**config.mk**
```make
export PLATFORM = sky130hd
export DESIGN_NAME = lock_controller
export DESIGN_NICKNAME = d
export VERILOG_FILES = /design/src/rtl/lock_pkg.sv /design/src/rtl/lock_timer.sv /design/src/rtl/lock_controller.sv
export SDC_FILE = /design/constraint.sdc
export NUM_CORES = 1
export LEC_CHECK = 0
export ABC_AREA = 1
export CORE_UTILIZATION = 55
export CTS_BUF_LIST = sky130_fd_sc_hd__clkbuf_16
export DETAILED_ROUTE_END_ITERATION = 16
export PLACE_DENSITY_LB_ADDON = 0.2
export SLEW_MARGIN = 40
export SYNTH_ARGS = -nofsm -noshare
export SYNTH_HDL_FRONTEND = slang
export SYNTH_HIERARCHICAL = 1
export SYNTH_SLANG_ARGS = --single-unit
```
**constraint.sdc**
```tcl
create_clock -name CLK -period 1.9 [get_ports CLK]
set_input_delay 0.38 -clock CLK [delete_from_list [all_inputs] [get_ports CLK]]
set_output_delay 0.38 -clock CLK [all_outputs]
set_load 0.05 [all_outputs]
```
**src/rtl/lock_pkg.sv**
```systemverilog
// Shared definitions for the combination-lock controller: state encoding,
// default parameter values and the timer width helper.
package lock_pkg;

    typedef enum logic [2:0] {
        StClear,
        StIdle,
        StEntry,
        StCheck,
        StOpen,
        StNewCode,
        StLockout,
        StDuress
    } lock_state_e;

    localparam int unsigned DefDigits        = 4;
    localparam int unsigned DefMaxTries      = 3;
    localparam int unsigned DefUnlockCycles  = 50_000_000;
    localparam int unsigned DefLockoutCycles = 250_000_000;

    // Wide enough to hold (longest duration - 1).
    function automatic int unsigned timer_width(input int unsigned a, input int unsigned b);
        int unsigned m;
        m = (a > b) ? a : b;
        return (m > 2) ? $clog2(m) : 1;
    endfunction

endpackage

```
**src/rtl/lock_timer.sv**
```systemverilog
// Loadable down-counter; o_expired is high while the count sits at zero,
// so loading N-1 on state entry gives a state lasting exactly N cycles.
module lock_timer #(
    parameter int unsigned WIDTH = 8
) (
    input  logic             i_clk,
    input  logic             i_rst_n,
    input  logic             i_load,
    input  logic [WIDTH-1:0] i_value,
    output logic             o_expired
);

    logic [WIDTH-1:0] r_count;

    always_ff @(posedge i_clk or negedge i_rst_n) begin
        if (!i_rst_n) begin
            r_count <= '0;
        end else if (i_load) begin
            r_count <= i_value;
        end else if (r_count != '0) begin
            r_count <= r_count - 1'b1;
        end
    end

    assign o_expired = (r_count == '0);

endmodule

```
**src/rtl/lock_controller.sv**
```systemverilog
// Control FSM of the combination lock: digit entry, code check, open window,
// code reprogramming, failed-attempt lockout and sticky duress alarm.
module lock_controller
    import lock_pkg::*;
#(
    parameter int unsigned DIGITS         = DefDigits,
    parameter int unsigned MAX_TRIES      = DefMaxTries,
    parameter int unsigned UNLOCK_CYCLES  = DefUnlockCycles,
    parameter int unsigned LOCKOUT_CYCLES = DefLockoutCycles
) (
    input  logic                         CLK,
    input  logic                         RST,
    input  logic                         Validate,
    input  logic                         Enter,
    input  logic                         ChangeCode,
    input  logic                         Pass,
    input  logic                         Reverse,
    output logic                         ShiftA,
    output logic                         ShiftB,
    output logic                         RSTA,
    output logic                         Unlocked,
    output logic                         Alarm,
    output logic                         LockedOut,
    output logic [$clog2(DIGITS+1)-1:0]  DigitCount
);

    localparam int unsigned CW = $clog2(DIGITS + 1);
    localparam int unsigned FW = $clog2(MAX_TRIES + 1);
    localparam int unsigned TW = timer_width(UNLOCK_CYCLES, LOCKOUT_CYCLES);

    localparam logic [CW-1:0] FullCount   = CW'(DIGITS);
    localparam logic [FW-1:0] TriesLimit  = FW'(MAX_TRIES);
    localparam logic [TW-1:0] UnlockLoad  = TW'(UNLOCK_CYCLES - 1);
    localparam logic [TW-1:0] LockoutLoad = TW'(LOCKOUT_CYCLES - 1);

    lock_state_e   r_state, w_state_next;
    logic [CW-1:0] r_digit_count, w_digit_count_next;
    logic [FW-1:0] r_fail_count, w_fail_count_next;
    logic          r_alarm, w_alarm_next;
    logic          w_timer_load;
    logic [TW-1:0] w_timer_value;
    logic          w_timer_expired;
    logic          w_digits_full;

    assign w_digits_full = (r_digit_count == FullCount);

    lock_timer #(
        .WIDTH (TW)
    ) u_timer (
        .i_clk     (CLK),
        .i_rst_n   (RST),
        .i_load    (w_timer_load),
        .i_value   (w_timer_value),
        .o_expired (w_timer_expired)
    );

    always_ff @(posedge CLK or negedge RST) begin
        if (!RST) begin
            r_state       <= StClear;
            r_digit_count <= '0;
            r_fail_count  <= '0;
            r_alarm       <= 1'b0;
        end else begin
            r_state       <= w_state_next;
            r_digit_count <= w_digit_count_next;
            r_fail_count  <= w_fail_count_next;
            r_alarm       <= w_alarm_next;
        end
    end

    always_comb begin
        w_state_next       = r_state;
        w_digit_count_next = r_digit_count;
        w_fail_count_next  = r_fail_count;
        w_alarm_next       = r_alarm;
        w_timer_load       = 1'b0;
        w_timer_value      = UnlockLoad;
        unique case (r_state)
            StClear: begin
                w_digit_count_next = '0;
                w_state_next       = StIdle;
            end
            StIdle, StEntry: begin
                if (Validate && !w_digits_full) begin
                    w_digit_count_next = r_digit_count + 1'b1;
                    w_state_next       = StEntry;
                end
                // Enter is judged on the count held at the start of the cycle.
                if (Enter) begin
                    w_state_next = w_digits_full ? StCheck : StClear;
                end
            end
            StCheck: begin
                if (Pass) begin
                    w_fail_count_next = '0;
                    w_timer_load      = 1'b1;
                    w_state_next      = StOpen;
                end else if (Reverse) begin
                    w_fail_count_next = '0;
                    w_alarm_next      = 1'b1;
                    w_timer_load      = 1'b1;
                    w_state_next      = StDuress;
                end else begin
                    w_fail_count_next = r_fail_count + 1'b1;
                    if (w_fail_count_next >= TriesLimit) begin
                        w_timer_load  = 1'b1;
                        w_timer_value = LockoutLoad;
                        w_state_next  = StLockout;
                    end else begin
                        w_state_next  = StClear;
                    end
                end
            end
            StOpen: begin
                if (w_timer_expired) begin
                    w_state_next = StClear;
                end else if (ChangeCode) begin
                    w_digit_count_next = '0;
                    w_state_next       = StNewCode;
                end
            end
            StNewCode: begin
                if (w_digits_full) begin
                    w_state_next = StClear;
                end else if (Validate) begin
                    w_digit_count_next = r_digit_count + 1'b1;
                end
            end
            StLockout: begin
                if (w_timer_expired) begin
                    w_fail_count_next = '0;
                    w_state_next      = StClear;
                end
            end
            StDuress: begin
                if (w_timer_expired) begin
                    w_state_next = StClear;
                end
            end
        endcase
    end

    always_comb begin
        ShiftA    = 1'b0;
        ShiftB    = 1'b0;
        RSTA      = 1'b0;
        Unlocked  = 1'b0;
        LockedOut = 1'b0;
        unique case (r_state)
            StClear:          RSTA = 1'b1;
            StIdle, StEntry:  ShiftA = !w_digits_full;
            StCheck:          ;
            StOpen, StDuress: Unlocked = 1'b1;
            StNewCode: begin
                Unlocked = 1'b1;
                ShiftB   = !w_digits_full;
            end
            StLockout:        LockedOut = 1'b1;
        endcase
    end

    assign Alarm      = r_alarm;
    assign DigitCount = r_digit_count;

endmodule

```
# Word-level counts from Yosys, hierarchy flattened
# Cells that the tools add are included.
# op_classes
n_addsub	3
n_lt_le_gt_ge	1
eq_ne	18
muxes	36
bitwise_logic	1
n_reduce_logical	15
# ops
cell	count
28-bit two-way mux	6
3-bit two-way mux	14
28-bit logical NOT	1
28-bit nonzero test	1
28-bit by 1-bit subtractor with 28-bit output (second input constant)	1
3-bit one-hot mux with 6 select lines	1
3-bit == test (second input constant)	5
2-bit != test (second input constant)	6
3-bit one-hot mux with 4 select lines	1
1-bit two-way mux	9
2-bit two-way mux	4
3-bit by 2-bit == test with 1-bit output (second input constant)	2
6-bit AND reduction	1
2-bit by 1-bit != test with 1-bit output (second input constant)	2
2-bit one-hot mux with 2 select lines	1
4-bit AND reduction	1
2-bit nonzero test	2
4-bit nonzero test	1
2-bit OR reduction	2
3-bit by 1-bit adder with 3-bit output (second input constant)	1
3-bit by 1-bit == test with 1-bit output (second input constant)	1
3-bit logical NOT	1
3-bit by 2-bit != test with 1-bit output (second input constant)	1
3-bit != test (second input constant)	1
8 further kinds	8
# word_totals
reg_bits	37
input_bits	7
out_inout_bits	9
wordCells	79

# Longest topological paths before layout
# Gate-level depths: netlist (run 1).
# depth
depth_word	7
depth_mapped	13
mapped_depth_nobuf	13

# Modules after synthesis
# The synthesis (run 1) kept the hierarchy.
# by_module_without_submodules
module	instances	cells_each	area_per_inst_um2
lock_timer	1	303	2037.0
lock_controller	1	114	703.2

# Least setup slack after synthesis (run 1)
# No wires, ideal clock.
# synth_timing
kind	register to register
start	reg r_digit_count[0] (netlist: DigitCount[0])
end	reg r_state[0]
arrival_ns	2.174
t_required_ns	1.783
path_slack_ns	-0.392
stages_incl_launch_ff	9
path_buffers	0
synth_period_minus_slack_ns	2.292
path_cell_list	dfrtp_1 inv_1 ha_1 nand2_1 inv_1 nor2_1 nor2_1 nand3_1 nand2_1
# synth_between
elab_chain_cells	5
word_cells_on_any_way	9
classes_between	3 x eq/ne; 3 x mux; 3 x reduce/logical
# synth_lines
item	line	source
from (decl)	lock_controller.sv:37	logic [CW-1:0] r_digit_count, w_digit_count_next;
from (signal assigned)	lock_controller.sv:65	r_digit_count <= w_digit_count_next;
3-bit == test *	lock_controller.sv:45	assign w_digits_full = (r_digit_count == FullCount);
1-bit logical NOT	lock_controller.sv:84	if (Validate && !w_digits_full) begin
1-bit logical AND	lock_controller.sv:84	
3-bit != test (no line)	n/a	
4-bit AND reduction (no line)	n/a	
to (signal assigned)	lock_controller.sv:59	r_state <= StClear;
to (signal assigned)	lock_controller.sv:64	r_state <= w_state_next;
to (decl)	lock_controller.sv:36	lock_state_e r_state, w_state_next;
# Every way passes the cells marked *; elsewhere a longest branch is shown, timed or not.
# A chain may end at the register's enable or synchronous reset.

# Final worst setup path (run 1)
# layout_timing
start	reg r_digit_count[1] (netlist: DigitCount[1])
end	out ShiftB
# layout_between
elab_chain_cells	3
# layout_lines
item	line	source
3-bit == test	lock_controller.sv:45	
1-bit logical NOT	lock_controller.sv:156	ShiftB = !w_digits_full;
1-bit two-way mux	lock_controller.sv:149	unique case (r_state)
to (decl)	lock_controller.sv:19	output logic ShiftB,
# No other way between the ends.

==> results.cfg, run 1 <==
[min_path]
hold_path.class = in -> async

[clocking]
clockRootBuffer = clkbuf_16
cts_buffers = 5
clk_latency_ps = 280
htree_levels = 2
max-clock-path-buffers = 2
cts.sink_count = 37
path_clk_slew_ps = 60
cts_tree = built

[setup_path]
cp-end-kind = output pin
slowest_delay_ps = 380
cpMostUsedCell = inv_1
crit_chain = inv_1, ha_1, nand2_1, inv_1, nor2_4, buf_12
crit_type = reg -> out
required_ps = 1520
critPathArrivalTime_ps = 1450
cp_slowest_cell = dfrtp_1
crit_path_max_fanout = 4
cp-start-kind = flip-flop

[grt]
antenna_found_initial = 0
grt_first_pass_wirelength_um = 10960
grt_max_degree = 38
grt.total_usage_pct = 27.12
grt_overflow = 0
grt_pass1_vias = 2494

[detailed_routing]
first_iter_violations = 237
drtAntennaViolNets = 0
drt_wl_total_um = 6586
route.vias.total = 2747
avgRoutedWirePerCell_um = 12.22
avgViaCountPerCell = 5.096
drt-pass1-iter-count = 4
drc = 0

[final_layout]
nets = 483
final_common_cell = nand2_1
fillers = 432
diodes = 0
final_cell_mix = nand2_1 (136), nor2_1 (54), inv_1 (45)
final_area_um2 = 3373
drive_above_1_share_pct = 17.16
syn_to_final_growth_pct = 23.11

[yosys]
synth-edff-count = 0
async_reset_ff_share_pct = 100.0
synth_area_per_cell_um2 = 6.571
yosys_warnings = 6
synthFlopType = dfrtp_1
synth_seq_area_share_pct = 33.79
synth_area_um2 = 2740
synth_cell_types = 35
yosys_register_bits = 37
postSynthCellCount = 417

[sta]
maxSlewViolCount = 0
slew_headroom_pct = 66.60
max_freq_ghz = 0.5454
whs_ps = 146.3
tns_ps = 0
hold_viol = 0
fin_crit_sh_pct = 96.50
fin_crit_ps = 1834
fin_skew_ps = 1.908
max_slew.worst_pin.slew_ps = 501.1
setup-violations-final = 0

[placement]
place_area_um2 = 3194
place_congestion = 0.9023
portBuffers = 15
hpwlAfterDp_um = 4811

[flow_run]
maxCapViolCount = 0

[floorplan]
die-width_um = 72.59
row_count = 25
io_pins = 16
initial_core_util_pct = 57.63
die_area_um2 = 5269
fp.dieH_um = 72.59
core-area_um2 = 4755

[power]
peakVddDrop_mv = 1.235
leakage_nw = 1.783
power_density_nw_per_um2 = 1522
p_total_mw = 5.133

[run_status]
status = finished clean
==> Yosys cell counts (3+ instances only) <==
cell type	number	area share [%]
ha_1	5	2.3
nor2_4	3	1.2
nand2_1	137	19
nand2_2	10	2.3
nand3_1	37	6.8
inv_1	46	6.3
xor2_1	6	1.9
inv_2	4	0.55
dfrtp_1	37	34
nand3_2	4	1.5
nor2_2	10	2.3
o21ai_0	13	2.4
a21oi_1	9	1.6
nand4_1	9	2.1
nor2_1	58	7.9
nor3_1	3	0.55
o21ai_1	3	0.55
==> layer usage <==
metal / share of wire, % / vias up / track usage (%)
met5: 0 / - / 0
met4: 2.2 / 0 / 8.497
met3: 4.6 / 14 / 4.006
met2: 51 / 65 / 49.74
met1: 43 / 1278 / 32.57
li1: - / 1390 / -
==> critical path: cells and delay by family (launching register included) <==
family                   cells  cell delay [ps]
AND/OR/NAND/NOR              2              280
buffers and inverters        3              340
flip-flops                   1              380
adder cells (fa/ha/maj)      1              180
==> path summary, 6_finish.rpt <==
kind / startpoint / endpoint / slack (ps) / cells after the start
worst min register to register: Alarm / Alarm / 470 / 2
worst max-delay path: DigitCount[1] / ShiftB / 70 / 6
worst min-delay path: RST / u_timer/r_count[8] / 150 / 2
worst max register to register: u_timer/r_count[1] / r_state[1] / 120 / 13
min in group CLK: Alarm / Alarm / 470 / 2
max in group asynchronous: RST / u_timer/r_count[23] / 1400 / 2
==> what timing repair did <==
action	in CTS	in global routing
endpoints found under the setup margin	1	7
pin swaps	0	4
hold buffers	0	0
setup buffers	1	3
gates resized for setup	0	7
==> registers in the layout, summed over array words and instances, names as in the netlist <==
name,flops
r_state,3
r_fail_count,2
DigitCount,3
Alarm,1
u_timer/r_count,28
==> per-stage QoR <==
| stage | cells | setup slack [ps] | util, % |
|---|---|---|---|
| finish | 539 | 66.41 | 70.95 |
| global route | 539 | -57.32 | 70.95 |
| CTS | 536 | 16.60 | 70.26 |
| detailed placement | 527 | 14.10 | 67.18 |
| global placement | 527 | 64.04 | 67.18 |
| floorplan | 436 | 50.10 | - |
==> logic make-up after synthesis <==
family | count (synthesis) | synth area share [%]
compound gates | 28 | 5.342
fa+ha+maj | 5 | 2.283
simple gates | 281 | 47.58
xor+xnor | 7 | 2.237
flops | 37 | 33.79
other cells | 2 | 0.2741
buf+inv | 57 | 8.493
==> cell type report <==
class / instances / area [um^2] / share of cell area (%)
Multi-Input combinational cell: 342 / 1678 / 49.74
Sequential cell: 37 / 925.9 / 27.45
Timing Repair Buffer: 34 / 355.3 / 10.53
Inverter: 51 / 191.4 / 5.675
Clock buffer: 5 / 125.1 / 3.709
Tap cell: 67 / 83.83 / 2.485
Clock inverter: 3 / 13.76 / 0.4080
==> power by group <==
| group | leakage, nW | total [mW] | internal [mW] | switching (mW) |
|---|---|---|---|---|
| Clock | 0.0748 | 0.793 | 0.476 | 0.316 |
| Combinational | 1.25 | 2.85 | 1.07 | 1.78 |
| Sequential | 0.461 | 1.49 | 1.13 | 0.361 |
| Total | 1.78 | 5.13 | 2.68 | 2.46 |
(Power assumes the default switching activity.)
==> run 2: changes to the inputs <==
--- a/config.mk
+++ b/config.mk
@@ -6,6 +6,7 @@
 export NUM_CORES = 1
 export LEC_CHECK = 0
 export ABC_AREA = 1
+export CORE_MARGIN = 10
 export CORE_UTILIZATION = 55
 export CTS_BUF_LIST = sky130_fd_sc_hd__clkbuf_16
 export DETAILED_ROUTE_END_ITERATION = 16
==> run 2 against run 1 <==
Net effect:
- sequential share of layout area about the same
- sequential cell count unchanged
- largest cell class unchanged
- critical path depth unchanged
- register-to-register slack improved by 40 ps
- routed wire length increased by 2.6%
- non-clock buffer count stayed put
- fmax down 0.16%
- utilization decreased by 0.44 points
- clock power fell by 2.9%
- highest routed layer unchanged
- first-iteration DRC count shrank 23%
==> results.cfg, run 2 (synthesis results as in run 1) <==
[run_status]
status = finished clean

[detailed_routing]
route.vias.total = 2721
drt_wl_total_um = 6759
avgRoutedWirePerCell_um = 12.56
drt-pass1-iter-count = 6
drc = 0
avgViaCountPerCell = 5.058
first_iter_violations = 182
drtAntennaViolNets = 0

[setup_path]
cp_slowest_cell = dfrtp_1
cpMostUsedCell = inv_1
crit_type = reg -> out
r2r_setup_slack_ps = 160
crit_chain = inv_1, ha_1, nand2_1, inv_1, nor2_4, buf_12
cp-end-kind = output pin
cp-start-kind = flip-flop
critPathArrivalTime_ps = 1460
reg2regPathDepth = 10
crit_path_max_fanout = 4
required_ps = 1520
slowest_delay_ps = 400

[final_layout]
final_cell_mix = nand2_1 (135), nor2_1 (52), inv_1 (45)
fillers = 401
nets = 483
final_common_cell = nand2_1
syn_to_final_growth_pct = 23.15
largest_reg_flops = 28
max_flop_register = u_timer/r_count
diodes = 0
post-route-util_pct = 70.51
multiInputGateArea_um2 = 1688
final-seq-area_um2 = 925.9
drive_above_1_share_pct = 17.41
final_area_um2 = 3374

[sta]
max_freq_ghz = 0.5445
setup-violations-final = 0
hold_viol = 0
maxSlewViolCount = 0
whs_ps = 143.2
fin_skew_ps = 4.192
fin_crit_sh_pct = 96.66
fin_crit_ps = 1836
rsz0062_at_grt = yes

[min_path]
hold_path.class = in -> async

[grt]
grt_overflow = 0
grt_pass1_vias = 2620
antenna_found_initial = 0
grt_first_pass_wirelength_um = 11560
grt.total_usage_pct = 16.65
grt_max_degree = 38

[clocking]
ctsHoldBuffers = 0
cts_buffers = 5
htree_levels = 2
path_clk_slew_ps = 50
clk_latency_ps = 280
cts.sink_count = 37
cts_tree = built
max-clock-path-buffers = 2
clockRootBuffer = clkbuf_16

[floorplan]
io_pins = 16
die_area_um2 = 8206
row_count = 25
core-area_um2 = 4786
fp.dieH_um = 90.59
die-width_um = 90.59
initial_core_util_pct = 57.25

[power]
power_density_nw_per_um2 = 1533
leakage_nw = 1.782
peakVddDrop_mv = 1.233
p_total_mw = 5.174

[placement]
hpwlAfterDp_um = 5150
portBuffers = 15
place_congestion = 0.9422
place_area_um2 = 3192

[flow_run]
maxCapViolCount = 0
run 2: changes by cell type in the layout (fill, tap and decap cells not counted):
cell | before | now
clkdlybuf4s50_1 | 6 | 5
ha_1 | 4 | 5
nand2_2 | 11 | 12
clkinv_2 | 2 | 0
ha_2 | 1 | 0
o21ai_1 | 4 | 3
clkinv_1 | 1 | 2
buf_4 | 20 | 21
nor2_2 | 12 | 13
nor2_1 | 54 | 52
o21ai_0 | 12 | 13
nand2_1 | 136 | 135
nor2_4 | 5 | 6
run 2: worst paths after layout:
path,to,startpoint
setup / recovery,ShiftB,DigitCount[0]
max in group asynchronous,u_timer/r_count[15],RST
hold reg to reg,Alarm,Alarm
setup reg to reg,u_timer/r_count[0],r_fail_count[0]
hold / removal,u_timer/r_count[11],RST
min in group CLK,Alarm,Alarm
run 2: where the power goes:
group | switching (mW) | internal (mW) | leakage [nW]
Combinational | 1.81 | 1.08 | 1.25
Sequential | 0.377 | 1.13 | 0.461
Clock | 0.301 | 0.469 | 0.0685
run 2: layout make-up:
cell class	count	area share (%)
clock inverters	2	0.2225
inverters	51	5.673
clock buffers	5	3.708
multi-input cells	342	50.02
repair buffers	34	10.46
well taps	67	2.484
flip-flops and latches	37	27.44
run 2: per-layer routing:
metal / routed length [um] / vias up / GRT usage, %
met2: 3384 / 85 / 28.97
met4: 157 / 0 / 7.560
met3: 322 / 16 / 3.491
met5: 0 / - / 0
li1: - / 1392 / -
met1: 2894 / 1228 / 18.99
run 2: what timing repair did:
action,4_1_cts,5_1_grt
setup buffers,0,4
setup endpoints to repair,0,7
resized for setup,0,9
run 2: worst max-delay path: cells and delay by family (launching register included):
kind	cells	cell delay [ps]
buf+inv	3	330
simple gates	2	250
fa+ha+maj	1	190
flops	1	400
run 2: per-stage QoR:
step           setup slack [ps]  TNS (ps)  instances
6_report                  63.53         0        538
5_1_grt                  -17.39    -44.20        538
4_1_cts                   15.45         0        534
3_5_place_dp             -4.384    -4.384        527
3_3_place_gp              56.72         0        527
2_1_floorplan             50.10         0        436
==> run 3: changes to the inputs <==
--- a/config.mk
+++ b/config.mk
@@ -9,6 +9,7 @@
 export CORE_MARGIN = 10
 export CORE_UTILIZATION = 55
 export CTS_BUF_LIST = sky130_fd_sc_hd__clkbuf_16
+export CTS_CLUSTER_DIAMETER = 150
 export DETAILED_ROUTE_END_ITERATION = 16
 export PLACE_DENSITY_LB_ADDON = 0.2
 export SLEW_MARGIN = 40
==> results of run 3 <==
No change in the layout: final DEF, timing and power equal those of run 2.
